==> config.mk <==
export PLATFORM = sky130hd
export DESIGN_NAME = alu_sequencer
export DESIGN_NICKNAME = d
export VERILOG_FILES = /design/src/rtl/alu_sequencer.sv
export SDC_FILE = /design/constraint.sdc
export NUM_CORES = 1
export LEC_CHECK = 0
export CAP_MARGIN = 10
export CORE_MARGIN = 4
export CORE_UTILIZATION = 48
export DETAILED_ROUTE_END_ITERATION = 8
export GPL_TIMING_DRIVEN = 0
export PLACE_DENSITY = 0.86
export SLEW_MARGIN = 20
export SYNTH_ARGS = -nofsm -noshare
export SYNTH_HDL_FRONTEND = slang
export SYNTH_SLANG_ARGS = --single-unit
export TNS_END_PERCENT = 50
==> constraint.sdc <==
create_clock -name phi1 -period 5.7 [get_ports phi1]
set_input_delay 0.57 -clock phi1 [delete_from_list [all_inputs] [get_ports phi1]]
set_output_delay 0.57 -clock phi1 [all_outputs]
set_load 0.1 [all_outputs]
==> src/rtl/alu_sequencer.sv <==
// Issue controller for the ALU: arm with an idle function, issue, wait for wout, write back.
// Optional ISSUE timeout with error write-back when ALU_SEQ_TIMEOUT_EN is defined.
`ifndef OPP_WIDTH
  `define OPP_WIDTH 4
`endif
`ifndef REG_WIDTH
  `define REG_WIDTH 8
`endif
`ifndef DEC
  `define DEC 3
`endif

module alu_sequencer #(
  parameter int unsigned            TIMEOUT  = 8,
  parameter logic [`OPP_WIDTH-1:0]  NOP_FUNC = '1
) (
  input  logic                  phi1,
  input  logic                  reset,
  input  logic                  flush,
  input  logic                  req_valid,
  output logic                  req_ready,
  input  logic [`OPP_WIDTH-1:0] req_func,
  input  logic [`REG_WIDTH-1:0] req_a,
  input  logic [`REG_WIDTH-1:0] req_b,
  input  logic                  req_carry,
  input  logic [`REG_WIDTH-1:0] req_status,
  input  logic [1:0]            req_dest,
  output logic [`REG_WIDTH-1:0] alu_a,
  output logic [`REG_WIDTH-1:0] alu_b,
  output logic [`OPP_WIDTH-1:0] alu_func,
  output logic                  alu_carry_in,
  output logic                  alu_dec_mode,
  output logic [`REG_WIDTH-1:0] alu_status_in,
  input  logic [`REG_WIDTH-1:0] alu_dout,
  input  logic [`REG_WIDTH-1:0] alu_status_out,
  input  logic                  alu_wout,
  output logic                  wb_valid,
  output logic [`REG_WIDTH-1:0] wb_data,
  output logic [`REG_WIDTH-1:0] wb_status,
  output logic [1:0]            wb_dest,
  output logic                  wb_err,
  output logic                  busy
);

  typedef enum logic [1:0] {IDLE, ARM, ISSUE, WB} state_t;

  // Counter saturates at the timeout count; only cnt>=1 matters when the timeout is disabled.
  localparam logic [7:0] CNT_LAST = 8'(TIMEOUT - 1);

  state_t                state_q, state_d;
  logic [7:0]            issue_cnt_q, issue_cnt_d;
  logic [`OPP_WIDTH-1:0] func_q, func_d;
  logic [`REG_WIDTH-1:0] a_q, a_d, b_q, b_d, status_q, status_d;
  logic                  carry_q, carry_d;
  logic [1:0]            dest_q, dest_d;
  logic [`OPP_WIDTH-1:0] alu_func_q, alu_func_d;
  logic                  wb_valid_q, wb_valid_d;
  logic [`REG_WIDTH-1:0] wb_data_q, wb_data_d, wb_status_q, wb_status_d;
  logic [1:0]            wb_dest_q, wb_dest_d;
  logic                  wb_err_q, wb_err_d;
  logic                  busy_q, busy_d;

  always_comb begin
    state_d     = state_q;
    issue_cnt_d = issue_cnt_q;
    func_d      = func_q;
    a_d         = a_q;
    b_d         = b_q;
    carry_d     = carry_q;
    status_d    = status_q;
    dest_d      = dest_q;
    wb_data_d   = wb_data_q;
    wb_status_d = wb_status_q;
    wb_dest_d   = wb_dest_q;
    wb_err_d    = wb_err_q;
    if (flush) begin
      state_d = IDLE;
    end else begin
      unique case (state_q)
        IDLE: begin
          if (req_valid) begin
            func_d   = req_func;
            a_d      = req_a;
            b_d      = req_b;
            carry_d  = req_carry;
            status_d = req_status;
            dest_d   = req_dest;
            state_d  = ARM;
          end
        end
        ARM: begin
          issue_cnt_d = '0;
          state_d     = ISSUE;
        end
        ISSUE: begin
          if (issue_cnt_q != CNT_LAST) issue_cnt_d = issue_cnt_q + 8'd1;
          if ((issue_cnt_q != '0) && alu_wout) begin
            wb_data_d   = alu_dout;
            wb_status_d = alu_status_out;
            wb_dest_d   = dest_q;
            wb_err_d    = 1'b0;
            state_d     = WB;
          end
`ifdef ALU_SEQ_TIMEOUT_EN
          else if (issue_cnt_q == CNT_LAST) begin
            wb_data_d   = '0;
            wb_status_d = status_q;
            wb_dest_d   = dest_q;
            wb_err_d    = 1'b1;
            state_d     = WB;
          end
`endif
        end
        WB: state_d = IDLE;
        default: state_d = IDLE;
      endcase
    end
    wb_valid_d = (state_d == WB);
    busy_d     = (state_d != IDLE);
    alu_func_d = ((state_d == ISSUE) || (state_d == WB)) ? func_d : NOP_FUNC;
  end

  always_ff @(posedge phi1 or posedge reset) begin
    if (reset) begin
      state_q     <= IDLE;
      issue_cnt_q <= '0;
      func_q      <= NOP_FUNC;
      a_q         <= '0;
      b_q         <= '0;
      carry_q     <= 1'b0;
      status_q    <= '0;
      dest_q      <= '0;
      alu_func_q  <= NOP_FUNC;
      wb_valid_q  <= 1'b0;
      wb_data_q   <= '0;
      wb_status_q <= '0;
      wb_dest_q   <= '0;
      wb_err_q    <= 1'b0;
      busy_q      <= 1'b0;
    end else begin
      state_q     <= state_d;
      issue_cnt_q <= issue_cnt_d;
      func_q      <= func_d;
      a_q         <= a_d;
      b_q         <= b_d;
      carry_q     <= carry_d;
      status_q    <= status_d;
      dest_q      <= dest_d;
      alu_func_q  <= alu_func_d;
      wb_valid_q  <= wb_valid_d;
      wb_data_q   <= wb_data_d;
      wb_status_q <= wb_status_d;
      wb_dest_q   <= wb_dest_d;
      wb_err_q    <= wb_err_d;
      busy_q      <= busy_d;
    end
  end

  assign req_ready     = (state_q == IDLE) && !reset;
  assign alu_a         = a_q;
  assign alu_b         = b_q;
  assign alu_func      = alu_func_q;
  assign alu_carry_in  = carry_q;
  assign alu_dec_mode  = status_q[`DEC];
  assign alu_status_in = status_q;
  assign wb_valid      = wb_valid_q;
  assign wb_data       = wb_data_q;
  assign wb_status     = wb_status_q;
  assign wb_dest       = wb_dest_q;
`ifdef ALU_SEQ_TIMEOUT_EN
  assign wb_err        = wb_err_q;
`else
  assign wb_err        = 1'b0;
`endif
  assign busy          = busy_q;

endmodule
==> results of run 1 <==
## metrics by stage
stage	util, %	cell area [sq um]	setup slack (ns)
finish	74.72	4190	2.641
global route	74.72	4190	2.526
CTS	74.72	4190	2.631
detailed placement	70.64	3961	2.788
global placement	70.10	3931	2.419
floorplan	-	2820	3.069
## flip-flops by register name, summed over array words and instances (netlist names), 2 cells and up
name	cells
alu_a	8
dest_q	2
issue_cnt_q	8
alu_b	8
alu_status_in	8
wb_data	8
func_q	4
wb_dest	2
alu_func	4
wb_status	8
state_q	2
## logic make-up after synthesis
family	share of synthesized area, %
fa+ha+maj	1.775
compound gates	4.659
mux	22.32
flops	58.03
buf+inv	3.904
other cells	0.1330
simple gates	9.185
## final cells by class
cell class,count,area (sq um)
repair buffers,103,1049
inverters,8,32.53
plain buffers,11,80.08
flip-flops and latches,65,1637
clock inverters,4,73.82
clock buffers,12,155.1
well taps,72,90.09
fillers,371,1418
multi-input cells,113,1074
## layout by cell type, fill, tap and decap left out, drive strengths merged, types with 5 or more instances in the layout
master         count
inv                9
clkdlybuf4s50    102
dfstp              8
clkbuf            14
dfrtp             57
buf               10
mux2              49
nand2              5
nor2               5
a21oi              6
## worst max path at each step
stage / end / cells after the start / from / slack [ns]
global route: req_ready / 4 / state_q[0] / 2.53
global placement: alu_b[0] / 2 / reset / 2.42
detailed placement: req_ready / 3 / reset / 2.79
floorplan: req_ready / 3 / state_q[0] / 3.07
CTS: req_ready / 4 / state_q[0] / 2.63
finish: req_ready / 4 / state_q[0] / 2.64
## routing by layer
layer	global-route usage [%]	vias to the layer above	part of all wire (%)
met5	0	-	0
met4	4.748	0	0.75
met3	7.851	4	7.3
met2	34.16	82	50
met1	25.91	969	42
li1	-	919	-
==> summary.txt, run 1 <==
worst reg2reg endpoint - alu_a[5]
H-tree Lvls - 3
port buffer count - 102
Startpoint Class - flip-flop
remaining routing DRC violations - 0
Seq/Total Area, Yosys - 58.03%
cell chain of the critical path - inv_1 -> ha_1 -> nor2b_1 -> clkdlybuf4s50_1
Starting Density - 50.29%
Max-Cap Viols - 0
FP Rows - 27
Syn Area/Cell - 14.32 sq um
core area - 0.005608 sq mm
YS warnings - 0
Die Ht - 84.65 um
ant diodes - 0
Synth top cells by count - dfrtp_1, mux2_2, mux2_4
Clock Tree Buf Depth - 2
Endpoint, Worst Hold - alu_status_in[4]
largest net degree at the start of global routing - 49
CP max stage delay - 1.15 ns
Nets - 367
CTS tree - built
Worst setup EP type - primary output
Clk Latency, worst-skew pair - 0.34 ns
final hold vios - 0
vias in the first global route - 2099
total CTS buffers - 9
total I/O pin count - 104
P&R area growth vs syn - 48.58%
slowest CP cell - clkdlybuf4s50_1
crit path buf inv count - 2
ys flop type - dfrtp_1
clock root buffer - clkbuf_8
R2R setup slack - 3.76 ns
Die Wd - 84.65 um
Yosys cell types - 49
Setup TNS - 0 ns
DIE AREA - 0.007166 sq mm
worst hold path type - flip-flop to flip-flop
post-DP HPWL - 5163 um
crit path DAT - 2.49 ns
routability cong. - 0.8233
Register-to-Register Path Depth - 6
Post-CTS Hold Fix Bufs - 0
Worst-path clk slew - 0.07 ns
layout cell share with drive strength beyond 1 - 29.75%
cell family with most CP delay - buffers and inverters
Slew @ Worst Pin - 1.033 ns
final cycle utilization of the critical path - 53.67%
Global Route Usage Sum - 20.69%
Syn Nets - 253
min-delay src - alu_status_in[4]
initial antenna violation count - 0
RSZ-0062 raised after global routing - no
critical path class - flip-flop to primary output
RR Startpoint - state_q[0]
cell taking the most area after synthesis - dfrtp_1
Slew Viols, Final - 0
most common cell in the netlist - dfrtp_1
routed wire length - 7044 um
CTS resizes - 0
Post-Layout Cell Count - 388
relative slew slack - 30.94%
first-pass GRT wire length - 11400 um
Setup Buffers After CTS - 0
total gr overflow - 0
share of the synthesized area in the top cell type - 50.58%
Tmin final - 3.059 ns
wire length per cell - 18.15 um
# setup viols final - 0
hold-critical path depth - 1
Synth Instances - 197
synthesized area - 0.002820 sq mm
Crit Path Max Fanout - 5
Final ANT Viol Nets - 0
placed insts - 372
status - finished clean
worst hold slack - 0.5054 ns
Max Clock Freq - 326.9 MHz
drt pass-1 iters - 4
number of DRC markers in iteration 0 - 48
Synth Register Bits - 65
Required @ worst endpoint - 5.13 ns
EDFF count, synth - 0
Area contributors post-synth - dfrtp_1, mux2_2, dfstp_2
DR vias - 1974
FFs w/ async S/R, synth - 100.0%
Vias/cell - 5.088
clk sinks - 65
Layout Skew - 0.009711 ns
Power of run 1 is left out: the tool's default activity adds up to more than one toggle a clock period on the data nets, which glitch-free logic cannot reach.
==> run 2: changes to the inputs <==
--- a/config.mk
+++ b/config.mk
@@ -7,10 +7,10 @@
 export LEC_CHECK = 0
 export CAP_MARGIN = 10
 export CORE_MARGIN = 4
-export CORE_UTILIZATION = 48
+export CORE_UTILIZATION = 44
 export DETAILED_ROUTE_END_ITERATION = 8
 export GPL_TIMING_DRIVEN = 0
-export PLACE_DENSITY = 0.86
+export PLACE_DENSITY = 0.79
 export SLEW_MARGIN = 20
 export SYNTH_ARGS = -nofsm -noshare
 export SYNTH_HDL_FRONTEND = slang
==> constraint.sdc (replaced) <==
create_clock -name phi1 -period 3 [get_ports phi1]
set_input_delay 0.3 -clock phi1 [delete_from_list [all_inputs] [get_ports phi1]]
set_output_delay 0.3 -clock phi1 [all_outputs]
set_load 0.1 [all_outputs]
==> run 2 against run 1 <==
Compared with the run above: sequential cell count did not move; critical endpoint unchanged; critical path depth did not move; utilization fell by 6.2 points; first-iteration DRC count fell by 4.2%; highest routed layer unchanged.
==> summary.txt, run 2 (same netlist as run 1, synthesis figures left out) <==
worst hold slack - 0.2776 ns (-0.2278 ns)
RSZ-0062 raised after global routing - no
Required @ worst endpoint - 2.70 ns (-2.43 ns)
crit path DAT - 2.47 ns (-0.02 ns)
Max-Cap Viols - 0 (unchanged)
port buffer count - 102 (unchanged)
final cycle utilization of the critical path - 92.31%
DIE AREA - 0.007755 sq mm (+8.2%)
largest net degree at the start of global routing - 55 (+12%)
Clk Latency, worst-skew pair - 0.34 ns (about the same)
R2R setup slack - 1.03 ns (-2.73 ns)
worst hold path type - primary input to async pin
worst reg2reg endpoint - alu_a[5]
remaining routing DRC violations - 0 (unchanged)
status - finished clean
Layout Skew - 0.01000 ns (+0.0002929 ns)
Starting Density - 46.53% (-3.8 points)
Global Route Usage Sum - 16.56% (-4.1 points)
cell chain of the critical path - inv_1 -> ha_1 -> nor2b_1 -> clkdlybuf4s50_1
Final ANT Viol Nets - 0 (unchanged)
routability cong. - 0.8591 (+4.3%)
most frequent cells in the layout - clkdlybuf4s50_1, dfrtp_1, mux2_2
critical path depth - 4 (unchanged)
Worst-path clk slew - 0.07 ns (about the same)
final instance area - 0.004151 sq mm (-0.93%)
Die Ht - 88.06 um (+4.0%)
clock root buffer - clkbuf_8
critical path class - flip-flop to primary output
H-tree Lvls - 3 (unchanged)
CP max stage delay - 1.14 ns (about the same)
vias in the first global route - 1998 (-4.8%)
FP Rows - 28 (+3.7%)
drt pass-1 iters - 4 (unchanged)
Setup Buffers After CTS - 0 (unchanged)
layout cell share with drive strength beyond 1 - 29.75% (unchanged)
most common cell after layout, fill and taps aside - clkdlybuf4s50_1
# fillers - 442 (+19%)
clk sinks - 65 (unchanged)
total I/O pin count - 104 (unchanged)
Slew @ Worst Pin - 0.9977 ns (-0.03492 ns)
relative slew slack - 33.28% (+2.3 points)
slowest CP cell - clkdlybuf4s50_1
Vias/cell - 5.033 (-1.1%)
Post-DP Area - 0.003965 sq mm (about the same)
total gr overflow - 0 (unchanged)
P&R area growth vs syn - 47.20%
Tmin final - 2.769 ns
ant diodes - 0 (unchanged)
DR vias - 1968 (-0.30%)
crit path buf inv count - 2 (unchanged)
Clock Tree Buf Depth - 2 (unchanged)
total CTS buffers - 9 (unchanged)
Worst setup EP type - primary output
cell family with most CP delay - buffers and inverters
Slew Viols, Final - 0 (unchanged)
core area - 0.006061 sq mm (+8.1%)
first-pass GRT wire length - 9701 um (-15%)
Util after Layout - 68.50% (-6.2 points)
initial antenna violation count - 0 (unchanged)
CTS tree - built
Nets - 367 (unchanged)
wire length per cell - 16.18 um (-11%)
post-DP HPWL - 4674 um (-9.5%)
Startpoint Class - flip-flop
CTS resizes - 0 (unchanged)
Crit Path Max Fanout - 5 (unchanged)
routed wire length - 6327 um (-10%)
Max Clock Freq - 361.1 MHz
Die Wd - 88.06 um (+4.0%)
# setup viols final - 0 (unchanged)
Register-to-Register Path Depth - 6 (unchanged)
number of DRC markers in iteration 0 - 46 (-4.2%)
final hold vios - 0 (unchanged)
RR Startpoint - state_q[0]
Post-CTS Hold Fix Bufs - 0 (unchanged)
-- run 2: cell count changes in the layout (fill, tap and decap cells not counted), sizes merged --
cell    previous run  this run
inv                9         8
bufinv             2         1
clkbuf            14        12
clkinv             1         5
-- run 2: area by class of cell --
type                    count  area [sq um]  share of cell area, %
plain buffers              11         80.08                  1.929
flip-flops and latches     65          1637                  39.42
well taps                  75         93.84                  2.260
inverters                   8         32.53                 0.7836
clock inverters             6         58.81                  1.417
clock buffers              10         127.6                  3.074
multi-input cells         113          1074                  25.86
repair buffers            103          1049                  25.26
-- run 2: per-stage QoR --
| stage | std cells | worst slack (ns) | TNS (ns) |
|---|---|---|---|
| 5_1_grt | 391 | 0.1158 | 0 |
| 4_1_cts | 391 | 0.2130 | 0 |
| 6_report | 391 | 0.2308 | 0 |
| 3_5_place_dp | 375 | 0.5897 | 0 |
| 2_1_floorplan | 197 | 0.6388 | 0 |
| 3_3_place_gp | 374 | -0.1081 | -5.986 |
-- run 2: worst max-delay path by stage --
stage                endpoint  startpoint  slack [ns]
floorplan           req_ready  state_q[0]        0.64
global placement     alu_b[4]       reset       -0.11
detailed placement  req_ready  state_q[0]        0.59
CTS                 req_ready  state_q[0]        0.21
global route        req_ready  state_q[0]        0.12
finish              req_ready  state_q[0]        0.23
-- run 2: layer usage --
metal  up-vias  GRT usage (%)  routed length, um
met5         -              0                  0
met4         0          7.280                 65
met3         8          4.892                573
met2        78          25.27               2857
met1       959          21.99               2830
li1        923              -                  -
Power of run 2 is left out for the same reason.
